[src/rtl/map_pkg.sv]
// Shared map definitions: grid defaults, field widths, sprite codes and the
// scanner state encoding used by map walkers.
package map_pkg;

    localparam int MAP_W_DEFAULT = 21;
    localparam int MAP_H_DEFAULT = 25;
    localparam int COORD_W       = 5;
    localparam int SPRITE_W      = 3;
    localparam int COUNT_W       = 10;

    localparam logic [SPRITE_W-1:0] SPRITE_EMPTY  = 3'd0;
    localparam logic [SPRITE_W-1:0] SPRITE_PELLET = 3'd1;
    localparam logic [SPRITE_W-1:0] SPRITE_WALL   = 3'd2;
    localparam logic [SPRITE_W-1:0] SPRITE_POWER  = 3'd3;

    typedef enum logic [2:0] {
        IDLE,
        ISSUE,
        WAIT,
        EMIT,
        DONE
    } scan_state_t;

    // Counter increment that sticks at all-ones instead of wrapping.
    function automatic logic [COUNT_W-1:0] sat_inc(input logic [COUNT_W-1:0] value);
        return (&value) ? value : value + 1'b1;
    endfunction

endpackage

[src/rtl/map_cell_counter.sv]
// Raster-order x/y cell counter (x fastest) with wrap and a last-cell flag.
// Stays on the last cell once reached until cleared.
module map_cell_counter import map_pkg::*; #(
    parameter int MAP_W = MAP_W_DEFAULT,
    parameter int MAP_H = MAP_H_DEFAULT
) (
    input  logic               clock_50,
    input  logic               reset,
    input  logic               clear,
    input  logic               advance,
    output logic [COORD_W-1:0] x,
    output logic [COORD_W-1:0] y,
    output logic               last
);

    localparam logic [COORD_W-1:0] X_LAST = COORD_W'(MAP_W - 1);
    localparam logic [COORD_W-1:0] Y_LAST = COORD_W'(MAP_H - 1);

    assign last = (x == X_LAST) && (y == Y_LAST);

    always_ff @(posedge clock_50) begin
        if (reset || clear) begin
            x <= '0;
            y <= '0;
        end else if (advance && !last) begin
            if (x == X_LAST) begin
                x <= '0;
                y <= y + 1'b1;
            end else begin
                x <= x + 1'b1;
            end
        end
    end

endmodule

[src/rtl/map_scanner.sv]
// Map read-port initiator: sweeps every cell, emits (x, y, sprite) records and
// counts pellets. Define MAP_SCANNER_SKIP_EMPTY_EN to suppress empty-cell records.
module map_scanner import map_pkg::*; #(
    parameter int                  MAP_W       = MAP_W_DEFAULT,
    parameter int                  MAP_H       = MAP_H_DEFAULT,
    parameter int                  RD_LAT      = 1,
    parameter logic [SPRITE_W-1:0] PELLET_CODE = SPRITE_PELLET
) (
    input  logic                clock_50,
    input  logic                reset,
    input  logic                start,
    output logic [COORD_W-1:0]  map_x,
    output logic [COORD_W-1:0]  map_y,
    output logic                readwrite,
    input  logic [SPRITE_W-1:0] map_data,
    output logic                out_valid,
    input  logic                out_ready,
    output logic [COORD_W-1:0]  out_x,
    output logic [COORD_W-1:0]  out_y,
    output logic [SPRITE_W-1:0] out_sprite,
    output logic [COUNT_W-1:0]  pellet_count,
    output logic                busy,
    output logic                done
);

    localparam logic [1:0] WAIT_LOAD = 2'(RD_LAT - 1);

    scan_state_t        state;
    scan_state_t        next_state;
    logic [1:0]         wait_cnt;
    logic [COORD_W-1:0] cell_x;
    logic [COORD_W-1:0] cell_y;
    logic               last_cell;
    logic               clear_cells;
    logic               advance;
    logic               capture;

    map_cell_counter #(
        .MAP_W (MAP_W),
        .MAP_H (MAP_H)
    ) u_cells (
        .clock_50 (clock_50),
        .reset    (reset),
        .clear    (clear_cells),
        .advance  (advance),
        .x        (cell_x),
        .y        (cell_y),
        .last     (last_cell)
    );

    // The address comes straight from the cell counter, which only moves after
    // a record is finished, so it is stable for the whole read.
    assign map_x     = cell_x;
    assign map_y     = cell_y;
    assign readwrite = 1'b0;
    assign out_valid = (state == EMIT);
    assign busy      = (state == ISSUE) || (state == WAIT) || (state == EMIT);
    assign done      = (state == DONE);

    always_comb begin
        next_state  = state;
        clear_cells = 1'b0;
        advance     = 1'b0;
        capture     = 1'b0;
        case (state)
            IDLE: begin
                if (start) begin
                    clear_cells = 1'b1;
                    next_state  = ISSUE;
                end
            end
            ISSUE: next_state = WAIT;
            WAIT: begin
                if (wait_cnt == 2'd0) begin
                    capture = 1'b1;
`ifdef MAP_SCANNER_SKIP_EMPTY_EN
                    if (map_data == SPRITE_EMPTY) begin
                        if (last_cell) begin
                            next_state = DONE;
                        end else begin
                            advance    = 1'b1;
                            next_state = ISSUE;
                        end
                    end else begin
                        next_state = EMIT;
                    end
`else
                    next_state = EMIT;
`endif
                end
            end
            EMIT: begin
                if (out_ready) begin
                    if (last_cell) begin
                        next_state = DONE;
                    end else begin
                        advance    = 1'b1;
                        next_state = ISSUE;
                    end
                end
            end
            DONE:    next_state = IDLE;
            default: next_state = IDLE;
        endcase
    end

    always_ff @(posedge clock_50) begin
        if (reset) begin
            state        <= IDLE;
            wait_cnt     <= 2'd0;
            out_x        <= '0;
            out_y        <= '0;
            out_sprite   <= '0;
            pellet_count <= '0;
        end else begin
            state <= next_state;
            if (state == ISSUE) begin
                wait_cnt <= WAIT_LOAD;
            end else if ((state == WAIT) && (wait_cnt != 2'd0)) begin
                wait_cnt <= wait_cnt - 2'd1;
            end
            if (clear_cells) begin
                pellet_count <= '0;
            end
            if (capture) begin
                out_x      <= cell_x;
                out_y      <= cell_y;
                out_sprite <= map_data;
                if (map_data == PELLET_CODE) begin
                    pellet_count <= sat_inc(pellet_count);
                end
            end
        end
    end

endmodule

[config.mk]
export PLATFORM = sky130hd
export DESIGN_NAME = map_scanner
export DESIGN_NICKNAME = d
export VERILOG_FILES = /design/src/rtl/map_pkg.sv /design/src/rtl/map_cell_counter.sv /design/src/rtl/map_scanner.sv
export SDC_FILE = /design/constraint.sdc
export NUM_CORES = 1
export LEC_CHECK = 0
export BUFFER_PORTS_ARGS = -buffer_cell sky130_fd_sc_hd__buf_4
export CORE_UTILIZATION = 53
export DETAILED_ROUTE_END_ITERATION = 6
export PLACE_DENSITY = 0.9
export SLEW_MARGIN = 20
export SYNTH_ARGS = -nofsm -noshare
export SYNTH_HDL_FRONTEND = slang
export SYNTH_SLANG_ARGS = --single-unit
export TNS_END_PERCENT = 50
[constraint.sdc]
create_clock -name clock_50 -period 3.5 [get_ports clock_50]
set_input_delay 0.175 -clock clock_50 [delete_from_list [all_inputs] [get_ports clock_50]]
set_output_delay 0.175 -clock clock_50 [all_outputs]
set_load 0.05 [all_outputs]
==> impl_metrics.yaml, run 1 <==
setup_path:
  timing.setup.critical_path_class: "flip-flop to flip-flop"
  cp_max_fo: 11
  required_time_at_the_worst_slack_endpoint_ps: 3770
  cp_data_arrival_time_ps: 2570
  critPathLaunchType: "flip-flop"
  end_kind: "flip-flop"
floorplanning:
  floorplan.core_area_mm2: 0.003153
  io-pin-count: 44
  die_width_um: 60.37
  floorplan.rows: 20
  die_h_um: 60.37
  floorplan.die_area_mm2: 0.003644
  start_util: 0.5726
routing:
  drt-vias-per-instance: 5.543
  wire_per_inst_um: 12.97
  via_count: 1674
  routed_wl_um: 3916
  detail_route.iter0.violations: 164
  drt_drc_violations_left: 0
  firstDrtPassIters: 4
  antenna_violating_nets_post_route: 0
final_layout:
  design.final.nets: 270
  layout-drive-gt1-share: 0.2132
  final.fill_count: 257
  mostFrequentLayoutCell: "sky130_fd_sc_hd__buf_4"
  final_util: 0.6933
  layout-area-overhead-vs-synth_pct: 21.07
  antenna_cells_inserted: 0
  final_cell_mix: "sky130_fd_sc_hd__buf_4 (44), sky130_fd_sc_hd__dfxtp_1 (38), sky130_fd_sc_hd__nand2_1 (32)"
synth:
  synth_cell_area_mm2: 0.001805
  postSynthNetCount: 232
  yosys_warnings: 0
  ys_async_sr_fraction: 0
  post_synth.cell_area_avg_um2: 8.244
  ys_dominant_reg_cell: "sky130_fd_sc_hd__dfxtp_1"
  postSynthRegisterBits: 38
  synthCells: 219
  netlist-cell-type-count: 43
  synth_enable_flop_cells: 0
  synth-seq-area-share: 0.4213
timing:
  report.final.setup_viol: 0
  fin_skew_ps: 8.391
  post-route-min-period_ps: 2299
  period_share: 0.6569
  final_number_of_hold_violating_endpoints: 0
  setup_total_negative_slack_ps: 0
  max_freq_ghz: 0.4349
  drv_slew: 0
  timing.max_slew.rel_slack: 0.6111
  actual_slew_at_the_worst_max_slew_pin_ps: 575.2
  grt_setup_unrepaired: "no"
global_routing:
  antenna_found_initial: 0
  grt_first_pass_wirelength_um: 6154
  track_usage: 0.2289
  largest_net_degree_at_the_start_of_global_routing: 24
  via_count_of_the_first_global_routing_pass: 1399
  overflow: 0
clock_tree:
  cts-buffers-inserted: 5
  clockBufferDepth: 2
  worst_setup_hold_path_clk_slew_ps: 110
  cts.root.buffer_cell: "sky130_fd_sc_hd__clkbuf_4"
  cts.sink_count: 38
  cts_tree: "built"
  cts_htree_levels: 2
  post_cts_resize_count: 0
  cts-hold-fix-buffers: 0
  worstSkewPairLatency_ps: 350
  postCtsSetupRepairBufs: 0
placed_design:
  gp_routability_congestion: 0.9801
  detailed_place_hpwl_um: 2739
  numPortBuffers: 42
pwr:
  static-leakage-power_nw: 0.8507
  power.density_mw_per_mm2: 363.3
  vdd_drop_max_uv: 296.7
  fin_total_pwr_w: 0.0007941
job:
  cap_viol_max_count: 0
worst_hold_path:
  holdCritPathClass: "input pin to flip-flop"
run_status:
  status: "finished, final reports clean"
## metrics by stage
step                      instances  instance area, um2  setup WS [ps]  hold slack, ps
after floorplan                 219                1805           1435           311.0
after global placement          294                2126           1315           443.7
after detailed placement        294                2126           1239           444.3
after CTS                       302                2186           1203           74.75
after global routing            302                2186          945.0           71.50
final                           302                2186           1201           86.41
## layout make-up
type	instances	area, um2	area share
tap	44	55.05	0.02519
sequential	38	760.7	0.3480
inverter	9	33.78	0.01546
multi-input combinational	159	945.9	0.4327
clock inverter	1	5.005	0.002290
timing repair buffer	44	330.3	0.1511
clock buffer	7	55.05	0.02519
## flip-flops by register name (all words and copies together), names as in the netlist
signal        flops
state             3
wait_cnt          2
out_x             5
u_cells.y         5
out_sprite        3
pellet_count     10
out_y             5
u_cells.x         5
## where the power goes
part / leakage (nW) / total, W / switching, W / internal (W)
Clock: 0.0353 / 0.000238 / 0.000141 / 0.0000974
Sequential: 0.307 / 0.000452 / 0.0000130 / 0.000439
Combinational: 0.509 / 0.000104 / 0.0000720 / 0.0000320
Total: 0.851 / 0.000794 / 0.000226 / 0.000568
## critical path: stages (launching register included)
cell and delay (ps):
sky130_fd_sc_hd__dfxtp_1 350, sky130_fd_sc_hd__inv_1 60, sky130_fd_sc_hd__ha_1 250, sky130_fd_sc_hd__nand4bb_1 430
sky130_fd_sc_hd__or2_4 440, sky130_fd_sc_hd__or3_1 450, sky130_fd_sc_hd__a211oi_1 230
## cell usage after synthesis (5+ instances only)
| cell type | instances | share of area |
|---|---|---|
| sky130_fd_sc_hd__clkbuf_1 | 9 | 0.019 |
| sky130_fd_sc_hd__nand3_1 | 7 | 0.019 |
| sky130_fd_sc_hd__dfxtp_1 | 38 | 0.42 |
| sky130_fd_sc_hd__nand2_1 | 32 | 0.067 |
| sky130_fd_sc_hd__nor2_1 | 17 | 0.035 |
| sky130_fd_sc_hd__nor4_1 | 6 | 0.021 |
| sky130_fd_sc_hd__nand4_1 | 5 | 0.017 |
| sky130_fd_sc_hd__inv_1 | 9 | 0.019 |
| sky130_fd_sc_hd__o21ai_0 | 8 | 0.022 |
| sky130_fd_sc_hd__xor2_1 | 6 | 0.029 |
| sky130_fd_sc_hd__a21oi_1 | 22 | 0.061 |
| sky130_fd_sc_hd__ha_1 | 6 | 0.042 |
## path summary, 6_finish.rpt
path                                        end  slack [ps]  cells past startpoint          start
worst max-delay path            pellet_count[7]        1200                      6    wait_cnt[0]
worst min-delay path              out_sprite[2]          90                      3    map_data[2]
worst max register to register  pellet_count[7]        1200                      6    wait_cnt[0]
worst min register to register    out_sprite[2]         460                      2  out_sprite[2]
## kinds of logic (layout without fill, tap and decap cells)
group	Yosys count	in the layout	synth area share
compound gates	46	46	0.1511
xor+xnor	9	9	0.04366
fa+ha+maj	6	6	0.04158
buf+inv	22	61	0.05474
flops	38	38	0.4213
mux	2	2	0.01109
other cells	1	1	0.002077
simple gates	95	95	0.2744
## routing by layer
metal,GRT usage,share of wire,routed length [um],vias up
met3,0.07463,0.053,207,13
met5,0,0,0,-
met2,0.3752,0.48,1875,49
li1,-,-,-,839
met4,0.07641,0.019,74,0
met1,0.2836,0.45,1758,773
Power figures use the tool's default switching activity.
==> inputs of run 2 (changes only) <==
ABC_AREA = 1   (was unset)
CORE_UTILIZATION = 48   (was 53)
PLACE_DENSITY = 0.86   (was 0.9)
clock period = 2.1 ns   (was 3.5 ns; I/O delays follow)
==> run 2 against run 1 <==
Critical path depth increased by 2. Routed wire length rose by 14%. Sequential power up 74%. Combinational power rose to 3.6 times the previous value. First-iteration DRC count is 4.3% higher. Global-route usage is 0.52 points lower. Clock power increased to 2.6 times the previous value. Core utilization is 5.0 points lower. Register-to-register slack got worse by 800 ps. Critical path type unchanged. Largest power group unchanged.
==> impl_metrics.yaml, run 2 <==
run_status:
  status: "finished, final reports clean"
global_routing:
  grt_first_pass_wirelength_um: 7472
  track_usage: 0.2238
  via_count_of_the_first_global_routing_pass: 1742
  largest_net_degree_at_the_start_of_global_routing: 16
  overflow: 0
  antenna_found_initial: 0
synth:
  synth-seq-area-share: 0.3838
  post_synth.cell_area_avg_um2: 6.954
  yosys_warnings: 0
  postSynthRegisterBits: 38
  synth_cell_area_mm2: 0.001982
  synth_top_area_frac: 0.3838
  synth_enable_flop_cells: 0
  synth_common_cells: "sky130_fd_sc_hd__nand2_1 (75), sky130_fd_sc_hd__dfxtp_1 (38), sky130_fd_sc_hd__inv_1 (37), sky130_fd_sc_hd__nor2_1 (30), sky130_fd_sc_hd__a21oi_1 (24)"
  synth.top_cells.by_area: "sky130_fd_sc_hd__dfxtp_1 (38%), sky130_fd_sc_hd__nand2_1 (14%), sky130_fd_sc_hd__inv_1 (7.0%)"
  synth_area_leader_cell: "sky130_fd_sc_hd__dfxtp_1"
  ys_async_sr_fraction: 0
  postSynthNetCount: 298
  synthCells: 285
  yosysMostFrequentCell: "sky130_fd_sc_hd__nand2_1"
  ys_dominant_reg_cell: "sky130_fd_sc_hd__dfxtp_1"
  netlist-cell-type-count: 26
routing:
  routed_wl_um: 4473
  wire_per_inst_um: 11.83
  drt_drc_violations_left: 0
  drt-vias-per-instance: 5.024
  firstDrtPassIters: 5
  antenna_violating_nets_post_route: 0
  detail_route.iter0.violations: 171
  via_count: 1899
setup_path:
  critical_path.cell_chain: "inv_1 -> ha_1 -> nand4_4 -> nor2_4 -> nand3_1 -> nand3_1 -> nand2_1 -> inv_1"
  critical_path_cell_with_the_highest_stage_delay: "sky130_fd_sc_hd__dfxtp_1"
  cpLargestDelayFamily: "simple AND/OR/NAND/NOR gates"
  crit_path_max_incr_delay_ps: 320
  required_time_at_the_worst_slack_endpoint_ps: 2340
  timing.setup.critical_path_class: "flip-flop to flip-flop"
  crit_buf_inv: 2
  cp_data_arrival_time_ps: 1930
  end_kind: "flip-flop"
  critPathLaunchType: "flip-flop"
  cp_max_fo: 15
  reg2reg_setup_slack_ps: 400
timing:
  final_number_of_hold_violating_endpoints: 0
  grt_setup_unrepaired: "no"
  report.final.setup_viol: 0
  fin_skew_ps: 9.036
  post-route-min-period_ps: 1696
  setup_total_negative_slack_ps: 0
  period_share: 0.8077
  max_freq_ghz: 0.5896
  drv_slew: 0
floorplanning:
  floorplan.rows: 22
  die_width_um: 66.26
  floorplan.core_area_mm2: 0.003799
  die_h_um: 66.26
  start_util: 0.5217
  io-pin-count: 44
  floorplan.die_area_mm2: 0.004390
placed_design:
  numPortBuffers: 42
  gp_routability_congestion: 0.9280
  detailed_place.area_mm2: 0.002331
  detailed_place_hpwl_um: 3307
clock_tree:
  cts_htree_levels: 2
  worst_setup_hold_path_clk_slew_ps: 70
  postCtsSetupRepairBufs: 0
  cts.sink_count: 38
  worstSkewPairLatency_ps: 290
  cts_tree: "built"
  clockBufferDepth: 2
  cts-buffers-inserted: 5
  cts-hold-fix-buffers: 0
  cts.root.buffer_cell: "sky130_fd_sc_hd__clkbuf_8"
  post_cts_resize_count: 0
pwr:
  vdd_drop_max_uv: 543.3
  power.density_mw_per_mm2: 727.4
  static-leakage-power_nw: 1.120
  fin_total_pwr_w: 0.001777
final_layout:
  final_cell_mix: "sky130_fd_sc_hd__nand2_1 (75), sky130_fd_sc_hd__buf_4 (44), sky130_fd_sc_hd__dfxtp_1 (38)"
  layout-drive-gt1-share: 0.2091
  layout.cell_area.non_filler_mm2: 0.002444
  largest_register_ffs: 10
  regMostFlops: "pellet_count"
  mostFrequentLayoutCell: "sky130_fd_sc_hd__nand2_1"
  layout-area-overhead-vs-synth_pct: 23.30
  design.final.nets: 343
  antenna_cells_inserted: 0
worst_hold_path:
  holdCritPathClass: "input pin to flip-flop"
job:
  cap_viol_max_count: 0
[run 2: area by class of cell]
cell class | instances | area (um2)
clock buffers | 6 | 82.58
clock inverters | 1 | 30.03
fillers | 319 | 1355
inverters | 42 | 157.7
multi-input cells | 199 | 1022
flip-flops and latches | 38 | 760.7
well taps | 48 | 60.06
repair buffers | 44 | 330.3
[run 2: path summary, 6_finish.rpt]
kind / startpoint / to / cells after the start
hold / removal: reset / out_sprite[0] / 2
hold reg to reg: out_sprite[0] / out_sprite[0] / 2
setup / recovery: wait_cnt[0] / pellet_count[6] / 8
setup reg to reg: wait_cnt[0] / pellet_count[6] / 8
[run 2: through the flow]
stage               cells  setup slack, ps  hold WS [ps]  utilization
finish                378            403.8         21.77       0.6433
global route          378            195.8         27.81       0.6433
CTS                   378            410.7         15.63       0.6433
detailed placement    371            436.1         319.6       0.6136
global placement      371            511.2         314.5       0.6136
floorplan             285            300.4         174.1            -
[run 2: cell families after synthesis]
family,Yosys count,share of synthesized area
and+or+nand+nor,141,0.3314
buffers and inverters,48,0.1004
AOI/OAI and AO/OA,46,0.1225
DFF,38,0.3838
adders and majority gates,6,0.03788
xor gates and xnor gates,5,0.02210
other,1,0.001892
[run 2: where the power goes]
| group | internal, W | switching (W) | total (W) |
|---|---|---|---|
| sequential | 0.000759 | 0.0000255 | 0.000785 |
| combinational | 0.000109 | 0.000268 | 0.000377 |
| clock | 0.000380 | 0.000236 | 0.000615 |
[run 2: metal layers]
layer | track usage | vias to the layer above | wire length (um)
li1 | - | 985 | -
met1 | 0.2958 | 853 | 2091
met2 | 0.3482 | 55 | 2047
met3 | 0.04828 | 6 | 272
met4 | 0.09574 | 0 | 61
met5 | 0 | - | 0
[run 2: worst register-to-register path, cell delays in order (launching register included)]
cell,delay [ps]
sky130_fd_sc_hd__dfxtp_1,320
sky130_fd_sc_hd__inv_1,70
sky130_fd_sc_hd__ha_1,230
sky130_fd_sc_hd__nand4_4,170
sky130_fd_sc_hd__nor2_4,300
sky130_fd_sc_hd__nand3_1,280
sky130_fd_sc_hd__nand3_1,170
sky130_fd_sc_hd__nand2_1,60
sky130_fd_sc_hd__inv_1,40
